===== src/rtl/multicycle_controller_if.sv =====
// Control/status bundle between the multicycle controller (master) and the RV32I datapath (slave).
// The mem_ready wire exists only when MEM_WAIT_EN is defined.
interface multicycle_controller_if;
  logic [6:0] opcode;
  logic [2:0] funct3;
  logic       funct7b5;
  logic       N;
  logic       Z;
  logic       C;
  logic       V;
`ifdef MEM_WAIT_EN
  logic       mem_ready;
`endif
  logic       pc_write;
  logic       adr_sel;
  logic       ir_write;
  logic       mem_wren;
  logic       regfile_wren;
  logic [1:0] result_sel;
  logic [1:0] alu_asel;
  logic [1:0] alu_bsel;
  logic [1:0] ximm_sel;
  logic [3:0] alu_control;
  logic       instr_done;
  logic       illegal;

  modport master (
    input  opcode, funct3, funct7b5, N, Z, C, V,
`ifdef MEM_WAIT_EN
    input  mem_ready,
`endif
    output pc_write, adr_sel, ir_write, mem_wren, regfile_wren, result_sel,
    output alu_asel, alu_bsel, ximm_sel, alu_control, instr_done, illegal
  );

  modport slave (
    output opcode, funct3, funct7b5, N, Z, C, V,
`ifdef MEM_WAIT_EN
    output mem_ready,
`endif
    input  pc_write, adr_sel, ir_write, mem_wren, regfile_wren, result_sel,
    input  alu_asel, alu_bsel, ximm_sel, alu_control, instr_done, illegal
  );
endinterface


===== src/rtl/multicycle_controller.sv =====
// Moore FSM sequencing a multicycle RV32I datapath, with the ALU decoder folded in.
// Define MEM_WAIT_EN to stall FETCH/MEMREAD/MEMWRITE on the mem_ready handshake.
module multicycle_controller #(
  parameter bit BRANCH_FULL = 1'b1
) (
  input  logic                           clk,
  input  logic                           rst_n,
  multicycle_controller_if.master        bus,
  output logic [3:0]                     dbg_state
);

  // Handshake: a memory access state completes in the cycle mem_ready=1;
  // until then the state and its selects are held and one-shot enables stay low.
  typedef enum logic [3:0] {
    FETCH = 4'd0, DECODE = 4'd1, MEMADR = 4'd2, MEMREAD = 4'd3,
    MEMWB = 4'd4, MEMWRITE = 4'd5, EXECR = 4'd6, EXECI = 4'd7,
    ALUWB = 4'd8, BRANCH = 4'd9, JAL = 4'd10, TRAP = 4'd11
  } state_t;

  localparam logic [3:0] ALU_ADD = 4'd0, ALU_SUB = 4'd1, ALU_AND = 4'd2, ALU_OR = 4'd3;
  localparam logic [3:0] ALU_XOR = 4'd4, ALU_SLT = 4'd5, ALU_SLTU = 4'd6, ALU_SLL = 4'd7;
  localparam logic [3:0] ALU_SRL = 4'd8, ALU_SRA = 4'd9;

  state_t     state, state_next;
  logic       mem_rdy;
  logic       taken;
  logic [1:0] alu_op;
  logic       pc_write_s, ir_write_s, mem_wren_s, rf_wren_s, done_s, illegal_s;

`ifdef MEM_WAIT_EN
  assign mem_rdy = bus.mem_ready;
`else
  assign mem_rdy = 1'b1;
`endif

  assign dbg_state = state;

  always_ff @(posedge clk or negedge rst_n) begin
    if (!rst_n) state <= FETCH;
    else        state <= state_next;
  end

  always_comb begin
    state_next = state;
    unique case (state)
      FETCH:    if (mem_rdy) state_next = DECODE;
      DECODE: begin
        case (bus.opcode)
          7'b0000011, 7'b0100011: state_next = MEMADR;
          7'b0110011:             state_next = EXECR;
          7'b0010011:             state_next = EXECI;
          7'b1100011:             state_next = BRANCH;
          7'b1101111:             state_next = JAL;
          default:                state_next = TRAP;
        endcase
      end
      MEMADR:   state_next = bus.opcode[5] ? MEMWRITE : MEMREAD;
      MEMREAD:  if (mem_rdy) state_next = MEMWB;
      MEMWRITE: if (mem_rdy) state_next = FETCH;
      EXECR, EXECI, JAL: state_next = (state == JAL || state == EXECR || state == EXECI) ? ALUWB : FETCH;
      MEMWB, ALUWB, BRANCH: state_next = FETCH;
      TRAP:     state_next = TRAP;
      default:  state_next = FETCH;
    endcase
  end

  // With BRANCH_FULL=0 only beq can redirect the PC.
  always_comb begin
    taken = 1'b0;
    if (BRANCH_FULL) begin
      case (bus.funct3)
        3'b000:  taken = bus.Z;
        3'b001:  taken = ~bus.Z;
        3'b100:  taken = bus.N ^ bus.V;
        3'b101:  taken = ~(bus.N ^ bus.V);
        3'b110:  taken = ~bus.C;
        3'b111:  taken = bus.C;
        default: taken = 1'b0;
      endcase
    end else begin
      taken = (bus.funct3 == 3'b000) && bus.Z;
    end
  end

  always_comb begin
    pc_write_s = 1'b0; ir_write_s = 1'b0; mem_wren_s = 1'b0;
    rf_wren_s  = 1'b0; done_s     = 1'b0; illegal_s  = 1'b0;
    bus.adr_sel    = 1'b0;
    bus.result_sel = 2'b00;
    bus.alu_asel   = 2'b00;
    bus.alu_bsel   = 2'b00;
    bus.ximm_sel   = 2'b00;
    alu_op         = 2'b00;
    unique case (state)
      FETCH: begin
        ir_write_s = mem_rdy; pc_write_s = mem_rdy;
        bus.alu_bsel = 2'b10; bus.result_sel = 2'b10;
      end
      DECODE: begin
        bus.alu_asel = 2'b01; bus.alu_bsel = 2'b01; bus.ximm_sel = 2'b10;
      end
      MEMADR: begin
        bus.alu_asel = 2'b10; bus.alu_bsel = 2'b01;
        bus.ximm_sel = bus.opcode[5] ? 2'b01 : 2'b00;
      end
      MEMREAD:  bus.adr_sel = 1'b1;
      MEMWB: begin
        bus.result_sel = 2'b01; rf_wren_s = 1'b1; done_s = 1'b1;
      end
      MEMWRITE: begin
        bus.adr_sel = 1'b1; mem_wren_s = 1'b1; done_s = mem_rdy;
      end
      EXECR: begin
        bus.alu_asel = 2'b10; alu_op = 2'b10;
      end
      EXECI: begin
        bus.alu_asel = 2'b10; bus.alu_bsel = 2'b01; alu_op = 2'b10;
      end
      ALUWB: begin
        rf_wren_s = 1'b1; done_s = 1'b1;
      end
      BRANCH: begin
        bus.alu_asel = 2'b10; alu_op = 2'b01; pc_write_s = taken; done_s = 1'b1;
      end
      JAL: begin
        bus.alu_asel = 2'b01; bus.alu_bsel = 2'b10; bus.ximm_sel = 2'b11; pc_write_s = 1'b1;
      end
      TRAP:     illegal_s = 1'b1;
      default: ;
    endcase
  end

  // The async reset already selects FETCH; gating with rst_n also kills FETCH's own enables.
  assign bus.pc_write     = pc_write_s & rst_n;
  assign bus.ir_write     = ir_write_s & rst_n;
  assign bus.mem_wren     = mem_wren_s & rst_n;
  assign bus.regfile_wren = rf_wren_s  & rst_n;
  assign bus.instr_done   = done_s     & rst_n;
  assign bus.illegal      = illegal_s  & rst_n;

  always_comb begin
    bus.alu_control = ALU_ADD;
    case (alu_op)
      2'b01: bus.alu_control = ALU_SUB;
      2'b10: begin
        case (bus.funct3)
          3'b000:  bus.alu_control = (bus.opcode[5] && bus.funct7b5) ? ALU_SUB : ALU_ADD;
          3'b001:  bus.alu_control = ALU_SLL;
          3'b010:  bus.alu_control = ALU_SLT;
          3'b011:  bus.alu_control = ALU_SLTU;
          3'b100:  bus.alu_control = ALU_XOR;
          3'b101:  bus.alu_control = bus.funct7b5 ? ALU_SRA : ALU_SRL;
          3'b110:  bus.alu_control = ALU_OR;
          default: bus.alu_control = ALU_AND;
        endcase
      end
      default: bus.alu_control = ALU_ADD;
    endcase
  end

endmodule

===== src/flat_wrapper.sv =====
// flat-port wrapper written by rule: the top's interface ports become plain ports
module multicycle_controller_flat 
#(
  parameter bit BRANCH_FULL = 1'b1
)
  (clk, rst_n, dbg_state, bus_opcode, bus_funct3, bus_funct7b5, bus_N, bus_Z, bus_C, bus_V, bus_pc_write, bus_adr_sel, bus_ir_write, bus_mem_wren, bus_regfile_wren, bus_result_sel, bus_alu_asel, bus_alu_bsel, bus_ximm_sel, bus_alu_control, bus_instr_done, bus_illegal);
  multicycle_controller_if bus_i ();
  input  logic clk;
  input  logic rst_n;
  output logic [3:0] dbg_state;
  input wire logic [$bits(bus_i.opcode)-1:0] bus_opcode;
  input wire logic [$bits(bus_i.funct3)-1:0] bus_funct3;
  input wire logic [$bits(bus_i.funct7b5)-1:0] bus_funct7b5;
  input wire logic [$bits(bus_i.N)-1:0] bus_N;
  input wire logic [$bits(bus_i.Z)-1:0] bus_Z;
  input wire logic [$bits(bus_i.C)-1:0] bus_C;
  input wire logic [$bits(bus_i.V)-1:0] bus_V;
  output wire logic [$bits(bus_i.pc_write)-1:0] bus_pc_write;
  output wire logic [$bits(bus_i.adr_sel)-1:0] bus_adr_sel;
  output wire logic [$bits(bus_i.ir_write)-1:0] bus_ir_write;
  output wire logic [$bits(bus_i.mem_wren)-1:0] bus_mem_wren;
  output wire logic [$bits(bus_i.regfile_wren)-1:0] bus_regfile_wren;
  output wire logic [$bits(bus_i.result_sel)-1:0] bus_result_sel;
  output wire logic [$bits(bus_i.alu_asel)-1:0] bus_alu_asel;
  output wire logic [$bits(bus_i.alu_bsel)-1:0] bus_alu_bsel;
  output wire logic [$bits(bus_i.ximm_sel)-1:0] bus_ximm_sel;
  output wire logic [$bits(bus_i.alu_control)-1:0] bus_alu_control;
  output wire logic [$bits(bus_i.instr_done)-1:0] bus_instr_done;
  output wire logic [$bits(bus_i.illegal)-1:0] bus_illegal;
  assign bus_i.opcode = bus_opcode;
  assign bus_i.funct3 = bus_funct3;
  assign bus_i.funct7b5 = bus_funct7b5;
  assign bus_i.N = bus_N;
  assign bus_i.Z = bus_Z;
  assign bus_i.C = bus_C;
  assign bus_i.V = bus_V;
  assign bus_pc_write = bus_i.pc_write;
  assign bus_adr_sel = bus_i.adr_sel;
  assign bus_ir_write = bus_i.ir_write;
  assign bus_mem_wren = bus_i.mem_wren;
  assign bus_regfile_wren = bus_i.regfile_wren;
  assign bus_result_sel = bus_i.result_sel;
  assign bus_alu_asel = bus_i.alu_asel;
  assign bus_alu_bsel = bus_i.alu_bsel;
  assign bus_ximm_sel = bus_i.ximm_sel;
  assign bus_alu_control = bus_i.alu_control;
  assign bus_instr_done = bus_i.instr_done;
  assign bus_illegal = bus_i.illegal;
  multicycle_controller #(.BRANCH_FULL(BRANCH_FULL)) u_core (.clk(clk), .rst_n(rst_n), .bus(bus_i), .dbg_state(dbg_state));
endmodule

===== config.mk =====
export PLATFORM = sky130hd
export DESIGN_NAME = multicycle_controller_flat
export DESIGN_NICKNAME = d
export VERILOG_FILES = /design/src/rtl/multicycle_controller_if.sv /design/src/rtl/multicycle_controller.sv /design/src/flat_wrapper.sv
export SDC_FILE = /design/constraint.sdc
export NUM_CORES = 1
export LEC_CHECK = 0
export BUFFER_PORTS_ARGS = -buffer_cell sky130_fd_sc_hd__buf_2
export CAP_MARGIN = 20
export CELL_PAD_IN_SITES_DETAIL_PLACEMENT = 0
export CELL_PAD_IN_SITES_GLOBAL_PLACEMENT = 1
export CORE_ASPECT_RATIO = 0.5
export CORE_UTILIZATION = 25
export CTS_CLUSTER_SIZE = 24
export DETAILED_ROUTE_END_ITERATION = 12
export PLACE_DENSITY = 0.82
export SYNTH_ARGS = -nofsm -noshare
export SYNTH_HDL_FRONTEND = slang
export SYNTH_SLANG_ARGS = --single-unit

===== constraint.sdc =====
create_clock -name clk -period 1.6 [get_ports clk]
set_clock_uncertainty 0.15 [all_clocks]
set_input_delay 0.24 -clock clk [delete_from_list [all_inputs] [get_ports clk]]
set_output_delay 0.24 -clock clk [all_outputs]
set_load 0.05 [all_outputs]

* After elaboration in Yosys (flattened, before gate mapping) *
Index checks and enable logic that the tools add are counted.

storage, ports and cells
  flip-flop bits (word level) = 4
  input port bits = 17

cells by class
  equality and inequality tests = 26
  multiplexer cells = 22
  bitwise gates (word level) = 10
  reductions and logical operators = 15

operator list
  kind                                                                    count
  4-bit one-hot mux with 7 select lines                                   1
  4-bit one-hot mux with 6 select lines                                   1
  4-bit one-hot mux with 5 select lines                                   1
  4-bit by 3-bit equality test with 1-bit output (second input constant)  4
  4-bit equality test (second input constant)                             4
  2-bit one-hot mux with 2 select lines                                   4
  7-bit by 6-bit equality test with 1-bit output (second input constant)  2
  7-bit equality test (second input constant)                             2
  3-bit equality test (second input constant)                             4
  2-bit OR reduction                                                      6
  1-bit two-way mux                                                       9
  4-bit by 2-bit equality test with 1-bit output (second input constant)  2
  4-bit one-hot mux with 2 select lines                                   1
  4-bit OR reduction                                                      2
  7-bit by 2-bit equality test with 1-bit output (second input constant)  1
  7-bit by 5-bit equality test with 1-bit output (second input constant)  1
  1-bit bitwise AND                                                       6
  3-bit by 2-bit equality test with 1-bit output (second input constant)  2
  1-bit one-hot mux with 6 select lines                                   1
  2-bit one-hot mux with 3 select lines                                   1
  3-bit OR reduction                                                      2
  4-bit by 1-bit equality test with 1-bit output (second input constant)  1
  4-bit zero test                                                         1
  4-bit two-way mux                                                       1
  10 further kinds                                                        13

* Longest topological paths before layout *
Gate-level depths: netlist of run 1.

  depth in word-level cells = 5
  depth in mapped cells = 7
  depth with buffers taken out = 7

* Least setup slack after synthesis of run 1 *
Ideal clock, no wire load.

  path kind = reg2out
  from = register u_core.state[3], in the netlist u_core.dbg_state[3]
  to = output port bus_alu_control[3]
  data arrival time = 3.131 ns
  path slack = -1.921 ns
  cell stages (with the launch flop) = 7
  buffers on the path = 2
  cells stage by stage = dfrtp_1 buf_6 buf_2 nand2_1 ha_1 nand2b_1 nor4bb_1

between the ends
  cells in the longest elaborated chain, start to end = 5

RTL lines
  element                                                                                RTL line                      RTL
  start: declaration                                                                     multicycle_controller.sv:24   state_t state, state_next;
  start signal: assignment                                                               multicycle_controller.sv:40   else state <= state_next;
  4-bit by 3-bit equality test with 1-bit output                                         multicycle_controller.sv:94   unique case (state)
  2-bit OR reduction (no line)                                                           n/a
  2-bit one-hot mux with 2 select lines *                                                multicycle_controller.sv:94
  2-bit equality test or 2-bit by 1-bit equality test with 1-bit output (tied branches)  multicycle_controller.sv:143  case (alu_op)
  4-bit one-hot mux with 2 select lines *                                                multicycle_controller.sv:143
  end: declaration                                                                       flat_wrapper.sv:27            output wire logic [$bits(bus_i.alu_control)-1:0] bus_alu_control;

Mark *: on every way between the ends. The rest lies on a longest branch, timed or not.

* Final worst setup path of run 1 *
  from = register u_core.state[1], in the netlist u_core.dbg_state[1]
  to = output port bus_alu_control[3]

The elaborated chain is that of the path after synthesis.

==> results of run 1 <==
==> worst max-delay path, stage by stage, from the launching register on <==
cell and delay (ns):
dfrtp_2 0.39, nand2b_4 0.16, nor2_4 0.10, nand2_4 0.06, ha_4 0.23, nand2b_4 0.15, nor4bb_4 0.27, buf_6 0.19
==> synth_stat cells, types with 2 or more instances <==
cell type  number  area share [%]
xnor2_1         5             6.5
nand2b_1        5             4.6
and2_1          2             1.9
a21oi_1         4             3.0
nor2_1         10             5.6
inv_1           4             2.2
nand2_1         7             3.9
o21a_1          2             2.2
ha_1            2             3.7
nand3b_1        2             2.2
buf_2           5             3.7
buf_6           2             3.3
o21ai_0         2             1.5
nor3_2          2             3.0
nor4_1          3             2.8
nor3_1          3             2.2
o22ai_1         3             2.8
and3b_1         2             2.6
xor2_1          3             3.9
dfrtp_1         4              15
nor2b_1         4             3.7
nand3_1         2             1.5
==> worst min-delay path by stage <==
stage / end / slack (ns) / cells after the start
final: u_core.dbg_state[2]$_DFF_PN0_ / 0.16 / 3
after global routing: u_core.dbg_state[2]$_DFF_PN0_ / 0.20 / 3
after CTS: u_core.dbg_state[2]$_DFF_PN0_ / 0.15 / 3
after detailed placement: u_core.dbg_state[0]$_DFF_PN0_ / 0.06 / 2
after global placement: u_core.dbg_state[0]$_DFF_PN0_ / 0.07 / 2
after floorplan: u_core.dbg_state[1]$_DFF_PN0_ / -0.21 / 0
==> through the flow <==
stage               area [sq um]  hold WS [ns]  power, mW  worst slack, ns  utilization [%]
floorplan                    857        -0.206       1.92           -0.819                -
global placement            1190        0.0669       2.39           -0.424             50.1
detailed placement          1190        0.0631       2.42           -0.446             50.1
CTS                         1550         0.147       3.37           -0.576             65.2
global route                1720         0.196       4.02           -0.637             72.5
finish                      1720         0.159       3.88           -0.571             72.5
==> power groups by stage <==
stage,Clock [mW],Combinational (mW),Sequential (mW)
global placement,0,2.19,0.209
finish,0.219,3.44,0.224
floorplan,0,1.53,0.392
global route,0.227,3.56,0.228
detailed placement,0,2.20,0.213
CTS,0.222,2.92,0.221
==> final cells by class <==
type	count	area, sq um	share of cell area, %
sequential	4	108	6.25
inverter	4	15.0	0.873
clock buffer	3	41.3	2.40
multi-input combinational	77	828	48.1
timing repair buffer	74	684	39.8
tap	35	43.8	2.55
==> repair_timing <==
action / in CTS / in global routing
setup endpoints to repair: 20 / 20
pin swaps: 8 / 14
hold buffers: 1 / 0
hold endpoints to repair: 4 / 0
buffers inserted: 8 / 9
resized for setup: 71 / 28
==> placed cells by master, fill, tap and decap left out, types with 2 or more instances in the layout <==
master    netlist  routed
a21oi_1         4       3
and2_4          0       2
buf_2           5      19
buf_4           0      23
buf_6           2      17
buf_8           0      13
clkbuf_8        0       3
dfrtp_2         0       3
inv_1           4       3
nand2_1         7       5
nand2_4         0       2
nand2b_4        0       6
nand3b_1        2       2
nor2_4          0       8
nor2b_1         4       2
nor2b_4         0       2
nor3_1          3       2
nor3_4          0       3
o21ai_0         2       2
o22ai_1         3       2
xnor2_1         5       4
xor2_2          0       2
==> per-layer routing <==
metal	routed length (um)	track usage [%]
met5	0	0
met4	49	10.6
met3	78	3.39
met2	1640	38.4
met1	1410	24.4
==> cell families after synthesis <==
logic type      Yosys count
mux                       2
flops                     4
simple gates             47
xor+xnor                  8
buf+inv                  11
fa+ha+maj                 2
compound gates           18
==> impl_metrics.yaml, run 1 <==
run_status:
  status: "complete, but fails checks"
  violations: "negative setup slack"
final_layout:
  areaGrowthSynthToFinish_pct: 156
  largest_reg_flops: 4
  diodes: 0
  fin_nets: 183
  fillers: 170
  layout-drive-gt1-share_pct: 76.5
  fin_cells: 197
synth:
  mappedNetlistArea_sq_um: 673
  synth_cell_type_count: 36
  synth_cells: 92
  yosys_warnings: 0
  syn-num-nets: 111
  synth_seq_area_share_pct: 14.9
  synth_mux_area_share_pct: 3.16
  synth_area_per_cell_sq_um: 7.32
  ys_async_sr_fraction_pct: 100
  synth_edf_count: 0
  synth_ff_type: "dfrtp_1"
  synth-simple-area-share_pct: 40.5
  synth_top_family_by_area: "simple AND/OR/NAND/NOR gates"
  synth_fa_ha_area_share_pct: 3.72
  synth_seq_cells: 4
  synth_compound_area_share_pct: 18.0
  synth_xor_area_share_pct: 10.4
power:
  p_int_mw: 1.84
  ir_drop_v: 0.00148
  power.density_mw_per_mm2: 2260
  leakage_nw: 0.749
  clkPwrFrac_pct: 5.6
  seq_power_share_pct: 5.8
  netSwitchingFraction_pct: 52.5
  p_switching_mw: 2.04
  combinationalPowerShare_pct: 88.6
grt:
  grt_overflow: 0
  grt_start_max_net_pins: 14
  track_usage_pct: 21.0
  antenna_found_initial: 0
  grt_pass1_wl_mm: 4.31
  grt_pass1_vias: 901
timing:
  fin_crit_sh_pct: 136
  final_hold_viol_count: 0
  setup_slack_ns: -0.571
  slew_headroom_pct: 76.5
  max_freq_ghz: 0.461
  post-route-min-period_ns: 2.17
  grt_setup_unrepaired: "yes"
  slew_viol_final: 0
  setup_viol: 21
  worst_pin_slew_ns: 0.349
  final.setup.tns_ns: -7.68
floorplanning:
  fp-row-count: 12
  core_sq_mm: 0.00237
  start_util_pct: 28.4
  dieArea_sq_mm: 0.00292
  fp.dieH_um: 38.7
  io_pins: 40
  die_w_um: 75.4
placed_design:
  gp_congestion: 0.774
  hpwl_mm: 1.64
  place_inst: 180
  numPortBuffers: 39
routing:
  vias: 973
  firstDrtPassIters: 4
  routed_wl_mm: 3.17
  drt-initial-drc-count: 11
  ant_nets: 0
  routed_via_density: 4.94
  drc: 0
  wire_per_inst_um: 16.1
worst_setup_path:
  worstPathArrival_ns: 1.78
  cp_max_fo: 3
  crit_start: "u_core.dbg_state[1]$_DFF_PN0_"
  crit_type: "reg -> out"
  r2r_cells: 8
  rrSetupSlack_ns: 0.03
  r2r_end: "u_core.dbg_state[2]$_DFF_PN0_"
  crit_required_ns: 1.21
  critical_path.endpoint_type: "primary output"
  r2r_start: "u_core.dbg_state[1]$_DFF_PN0_"
  crit_end: "bus_alu_control[3]"
  critPathLaunchType: "flip-flop"
cts:
  cts-root-buf: "clkbuf_8"
  cts_tree: "yes"
  cts.htree.levels: 1
  clock_latency_ns: 0.22
  clkSinkCount: 4
  numCtsBuffers: 3
  clock_path_buffers: 2
  clkTransAtPathRegs_ns: 0.03
hold_path:
  hp-class: "in -> reg"
  worstHoldStart: "bus_opcode[4]"
job:
  max_cap_violations: 0
(Power assumes the default switching activity.)
==> inputs of run 2 (changes only) <==
TNS_END_PERCENT = 5   (was not set)
==> run 2 against run 1 <==
Net effect: the flow still finishes with violations (negative setup slack); combinational power down 25%; die area unchanged; routed wire length down 30%; hold slack better by 0.017 ns; fmax down 2.3%; total power down 23%; sequential power down 8%; core utilization down 14 points; via count down 11%; clock-buffer cell count unchanged; cell area down 20%; highest routed layer is now met3.
==> impl_metrics.yaml, run 2 (same netlist as run 1, synthesis figures left out) <==
timing:
  final_hold_viol_count: 0
  max_freq_ghz: 0.450
  worst_pin_slew_ns: 0.298
  setup_viol: 19
  fin_crit_sh_pct: 139
  slew_headroom_pct: 80.0
  slew_viol_final: 0
  setup_slack_ns: -0.621
  post-route-min-period_ns: 2.22
  grt_setup_unrepaired: "yes"
  fin_hold_ws_ns: 0.175
cts:
  clock_latency_ns: 0.21
  cts.htree.levels: 1
  clock_path_buffers: 2
  cts_tree: "yes"
  clkTransAtPathRegs_ns: 0.03
  clkSinkCount: 4
  numCtsBuffers: 3
  cts-root-buf: "clkbuf_8"
power:
  leakage_nw: 0.634
  power.density_mw_per_mm2: 2160
  ir_drop_v: 0.00109
  finalPower_mw: 2.98
final_layout:
  fillers: 214
  layout-drive-gt1-share_pct: 64.0
  areaGrowthSynthToFinish_pct: 105
  diodes: 0
  largest_reg_flops: 4
  layout_commonest_cell: "buf_4"
  fin_cells: 185
  final_cell_mix: "buf_4, buf_2, buf_6, nand2_1"
  fin_nets: 171
grt:
  grt_pass1_wl_mm: 3.42
  grt_pass1_vias: 796
  track_usage_pct: 15.3
  grt_overflow: 0
  antenna_found_initial: 0
  grt_start_max_net_pins: 17
placed_design:
  gp_congestion: 0.758
  numPortBuffers: 39
  place_inst: 177
  hpwl_mm: 1.56
floorplanning:
  core_sq_mm: 0.00237
  start_util_pct: 28.4
  io_pins: 40
  fp-row-count: 12
  dieArea_sq_mm: 0.00292
  die_w_um: 75.4
  fp.dieH_um: 38.7
routing:
  routed_via_density: 4.68
  firstDrtPassIters: 4
  drc: 0
  ant_nets: 0
  wire_per_inst_um: 11.9
  vias: 865
  routed_wl_mm: 2.21
  drt-initial-drc-count: 29
hold_path:
  hp-class: "in -> reg"
run_status:
  status: "complete, but fails checks"
  violations: "negative setup slack"
worst_setup_path:
  crit_type: "reg -> out"
  crit_required_ns: 1.21
  critPathLaunchType: "flip-flop"
  cp_max_fo: 3
  worstPathArrival_ns: 1.83
  critical_path.endpoint_type: "primary output"
job:
  max_cap_violations: 0
## run 2: per-stage QoR
stage               setup WS, ns  TNS [ns]  area, sq um  util [%]
floorplan                 -0.859     -9.04          763         -
global placement          -0.486     -2.94         1080      45.4
detailed placement        -0.523     -3.18         1080      45.4
CTS                       -0.624     -5.98         1280      54.2
global route              -0.695     -7.14         1380      58.2
finish                    -0.621     -5.89         1380      58.2
## run 2: area by class of cell
| type | count | area (sq um) | share of cell area [%] |
|---|---|---|---|
| Clock buffer | 3 | 41.3 | 2.99 |
| Inverter | 4 | 15.0 | 1.09 |
| Multi-Input combinational cell | 77 | 673 | 48.8 |
| Sequential cell | 4 | 105 | 7.62 |
| Tap cell | 35 | 43.8 | 3.17 |
| Timing Repair Buffer | 62 | 502 | 36.4 |
## run 2: what timing repair did
action                     4_1_cts  5_1_grt
gates resized for setup         39       20
pin swaps                        5        2
hold endpoints to repair         4        0
setup endpoints to repair       19       21
hold buffers                     1        0
cloned                           0        0
buffers inserted                 4        0
## run 2: per-layer routing
layer / global-route usage [%] / up-vias / part of all wire [%]
li1: - / 440 / -
met1: 18.6 / 410 / 47
met2: 29.0 / 15 / 51
met3: 1.56 / 0 / 1.7
met4: 4.17 / 0 / 0
met5: 0 / - / 0
## run 2: report_power, final
part           internal (mW)  total (mW)  leakage, nW  switching, mW
registers              0.157       0.207       0.0456         0.0496
clock network          0.160       0.205       0.0216         0.0450
logic                   1.04        2.57        0.567           1.53
## run 2: worst paths after layout
kind / depth (start not counted) / endpoint / start / slack, ns
setup / recovery: 7 / bus_alu_control[3] / u_core.dbg_state[1]$_DFF_PN0_ / -0.62
hold / removal: 3 / u_core.dbg_state[2]$_DFF_PN0_ / bus_opcode[4] / 0.18
setup reg to reg: 5 / u_core.dbg_state[1]$_DFF_PN0_ / u_core.dbg_state[2]$_DFF_PN0_ / 0.10
hold reg to reg: 3 / u_core.dbg_state[0]$_DFF_PN0_ / u_core.dbg_state[2]$_DFF_PN0_ / 0.60
max in group asynchronous: 3 / u_core.dbg_state[1]$_DFF_PN0_ / rst_n / 0.69
min in group asynchronous: 3 / u_core.dbg_state[0]$_DFF_PN0_ / rst_n / 0.42
## run 2: critical path, stage by stage (launching register included)
cell and delay [ns]:
dfrtp_2 0.42, nand2b_4 0.15, nor2_1 0.09, nand2_1 0.12
ha_4 0.23, nand2b_4 0.14, nor4bb_4 0.27, buf_6 0.19
==> inputs of run 3 (changes only) <==
ABC_AREA = 1   (was not set)
CORE_UTILIZATION = 23   (was 25)
CTS_CLUSTER_SIZE = 12   (was 24)
PLACE_DENSITY = 0.83   (was 0.82)
TNS_END_PERCENT = 1   (was 5)
==> run 3 against run 2 <==
Net effect: the flow still finishes with violations (negative setup slack); critical endpoint is now bus_alu_control[2]; largest cell class unchanged; via count increased by 15%; first-iteration DRC count down 17%; cell count rose by 24%; highest routed layer is now met4; synthesized area shrank 4.5%; largest power group unchanged; sequential share of layout area shrank 0.27 points; clock power up 5%; cell area grew 3.6%; clock-buffer cell count stayed put.
==> impl_metrics.yaml, run 3 <==
run_status:
  status: "complete, but fails checks"
  violations: "negative setup slack"
worst_setup_path:
  worstPathCellList: "nor2_4 > inv_2 > nor2_4 > inv_2 > ha_4 > inv_2 > nand2_4 > nor3b_4 > buf_6"
  cp_num_buf_inv: 4
  crit_type: "reg -> out"
  cpMostUsedCell: "inv_2"
  worstPathArrival_ns: 1.68
  r2r_start: "u_core.dbg_state[1]$_DFF_PN0_"
  cp_max_fo: 3
  critPathLaunchType: "flip-flop"
  cpPeakStageDelay_ns: 0.42
  cp_slowest_cell: "dfrtp_2"
  crit_start: "u_core.dbg_state[2]$_DFF_PN0_"
  critical_path.endpoint_type: "primary output"
  crit_required_ns: 1.21
  crit_family: "simple AND/OR/NAND/NOR gates"
cts:
  cts_tree: "yes"
  cts-root-buf: "clkbuf_8"
  clock_latency_ns: 0.22
  numCtsBuffers: 3
  cts.htree.levels: 1
  clock_path_buffers: 2
  clkTransAtPathRegs_ns: 0.03
  postCtsSetupBuffers: 0
  clkSinkCount: 4
synth:
  synth_cells: 120
  synth.cells.most_frequent: "nand2_1, inv_1, nor2_1"
  mappedNetlistArea_sq_um: 643
  synth_seq_area_share_pct: 15.6
  synth_area_per_cell_sq_um: 5.36
  synth_area_leaders: "nand2_1, dfrtp_1, inv_1, nor2_1, nand3_1"
  ys_async_sr_fraction_pct: 100
  synth_top_area_share_pct: 16.9
  synth_edf_count: 0
  yosys_warnings: 0
  synth_seq_cells: 4
  yosysMostFrequentCell: "nand2_1"
  yosys.area.top_type: "nand2_1"
  synth_cell_type_count: 22
  syn-num-nets: 139
  synth_ff_type: "dfrtp_1"
placed_design:
  gp_congestion: 0.845
  place_inst: 226
  hpwl_mm: 1.78
  numPortBuffers: 39
  dp_slack_ns: -0.323
final_layout:
  fin_cells: 230
  diodes: 0
  largest_reg_flops: 4
  fillers: 248
  layout-drive-gt1-share_pct: 59.6
  seqCellArea_sq_um: 105
  fin_util_pct: 54.6
  areaGrowthSynthToFinish_pct: 122
  layout_commonest_cell: "buf_4"
  fin_nets: 214
  final_cell_mix: "buf_4, nand2_1, buf_2, buf_6, inv_1"
  multi_input_area_sq_um: 579
timing:
  max_freq_ghz: 0.484
  setup_viol: 19
  final.setup.tns_ns: -4.48
  slew_viol_final: 0
  final_hold_viol_count: 0
  setup_slack_ns: -0.466
  fin_crit_sh_pct: 129
  slew_headroom_pct: 75.0
  worst_pin_slew_ns: 0.375
  post-route-min-period_ns: 2.07
  grt_setup_unrepaired: "yes"
routing:
  drt-initial-drc-count: 24
  wire_per_inst_um: 9.72
  firstDrtPassIters: 4
  vias: 994
  routed_via_density: 4.32
  drc: 0
  routed_wl_mm: 2.24
  ant_nets: 0
power:
  clkPwrFrac_pct: 7.1
  netSwitchingFraction_pct: 56.8
  ir_drop_v: 0.000927
  finalPower_mw: 3.04
  p_switching_mw: 1.73
  p_int_mw: 1.31
  combinationalPowerShare_pct: 86.0
  leakage_nw: 0.748
  power.density_mw_per_mm2: 2130
  seq_power_share_pct: 7.0
floorplanning:
  die_w_um: 76.8
  dieArea_sq_mm: 0.00302
  io_pins: 40
  start_util_pct: 24.6
  fp-row-count: 13
  core_sq_mm: 0.00262
  fp.dieH_um: 39.4
hold_path:
  hp-class: "in -> reg"
  worstHoldStart: "bus_opcode[5]"
grt:
  grt_pass1_wl_mm: 3.64
  antenna_found_initial: 0
  grt_start_max_net_pins: 7
  track_usage_pct: 16.4
  grt_pass1_vias: 842
  grt_overflow: 0
job:
  max_cap_violations: 0
run 3: cell types whose count changed after synthesis, sizes merged, moves of 3 or more:
cell | before | now
nor2 | 10 | 26
inv | 4 | 27
buf | 7 | 0
nand3 | 2 | 11
nor2b | 4 | 0
nand2 | 7 | 31
xnor2 | 5 | 1
o22ai | 3 | 0
nand2b | 6 | 0
run 3: cell type report:
class | instances | share of cell area, %
sequential | 4 | 7.35
tap | 37 | 3.24
timing repair buffer | 70 | 38.9
clock buffer | 3 | 2.89
multi-input combinational | 89 | 40.5
inverter | 27 | 7.09
run 3: what timing repair did:
action / 4_1_cts / 5_1_grt
hold buffers: 1 / 0
endpoints found under the hold margin: 4 / 0
endpoints found under the setup margin: 19 / 20
pin swaps: 2 / 3
gates resized for setup: 42 / 12
run 3: cell families after synthesis:
family / share of synthesized area [%]
AOI/OAI and AO/OA: 10.3
xor gates and xnor gates: 2.72
adders and majority gates: 3.89
buffers and inverters: 15.8
DFF: 15.6
and+or+nand+nor: 51.7
run 3: stage by stage:
step                area (sq um)  hold WS, ns
floorplan                    741       -0.206
global placement            1210      -0.0974
detailed placement          1210      -0.0962
CTS                         1390        0.157
global route                1430        0.174
finish                      1430        0.159
run 3: power by group through the flow:
| stage | Combinational [mW] | Sequential (mW) | Clock [mW] |
|---|---|---|---|
| CTS | 2.52 | 0.207 | 0.223 |
| global placement | 2.21 | 0.201 | 0 |
| floorplan | 1.32 | 0.393 | 0 |
| finish | 2.61 | 0.212 | 0.215 |
| detailed placement | 2.22 | 0.206 | 0 |
| global route | 2.78 | 0.217 | 0.231 |
run 3: worst paths after layout:
path | endpoint | slack [ns] | depth (start not counted)
max | bus_alu_control[2] | -0.47 | 9
min | u_core.dbg_state[0]$_DFF_PN0_ | 0.16 | 2
max reg2reg | u_core.dbg_state[1]$_DFF_PN0_ | 0.13 | 7
min reg2reg | u_core.dbg_state[0]$_DFF_PN0_ | 0.58 | 4
max in group asynchronous | u_core.dbg_state[1]$_DFF_PN0_ | 0.81 | 2
min in group asynchronous | u_core.dbg_state[2]$_DFF_PN0_ | 0.28 | 2
run 3: routing by layer:
layer	up-vias	share of wire, %	track usage, %
li1	520	-	-
met1	451	43	18.3
met2	19	53	29.0
met3	4	3.0	3.72
met4	0	1.2	12.5
met5	-	0	0
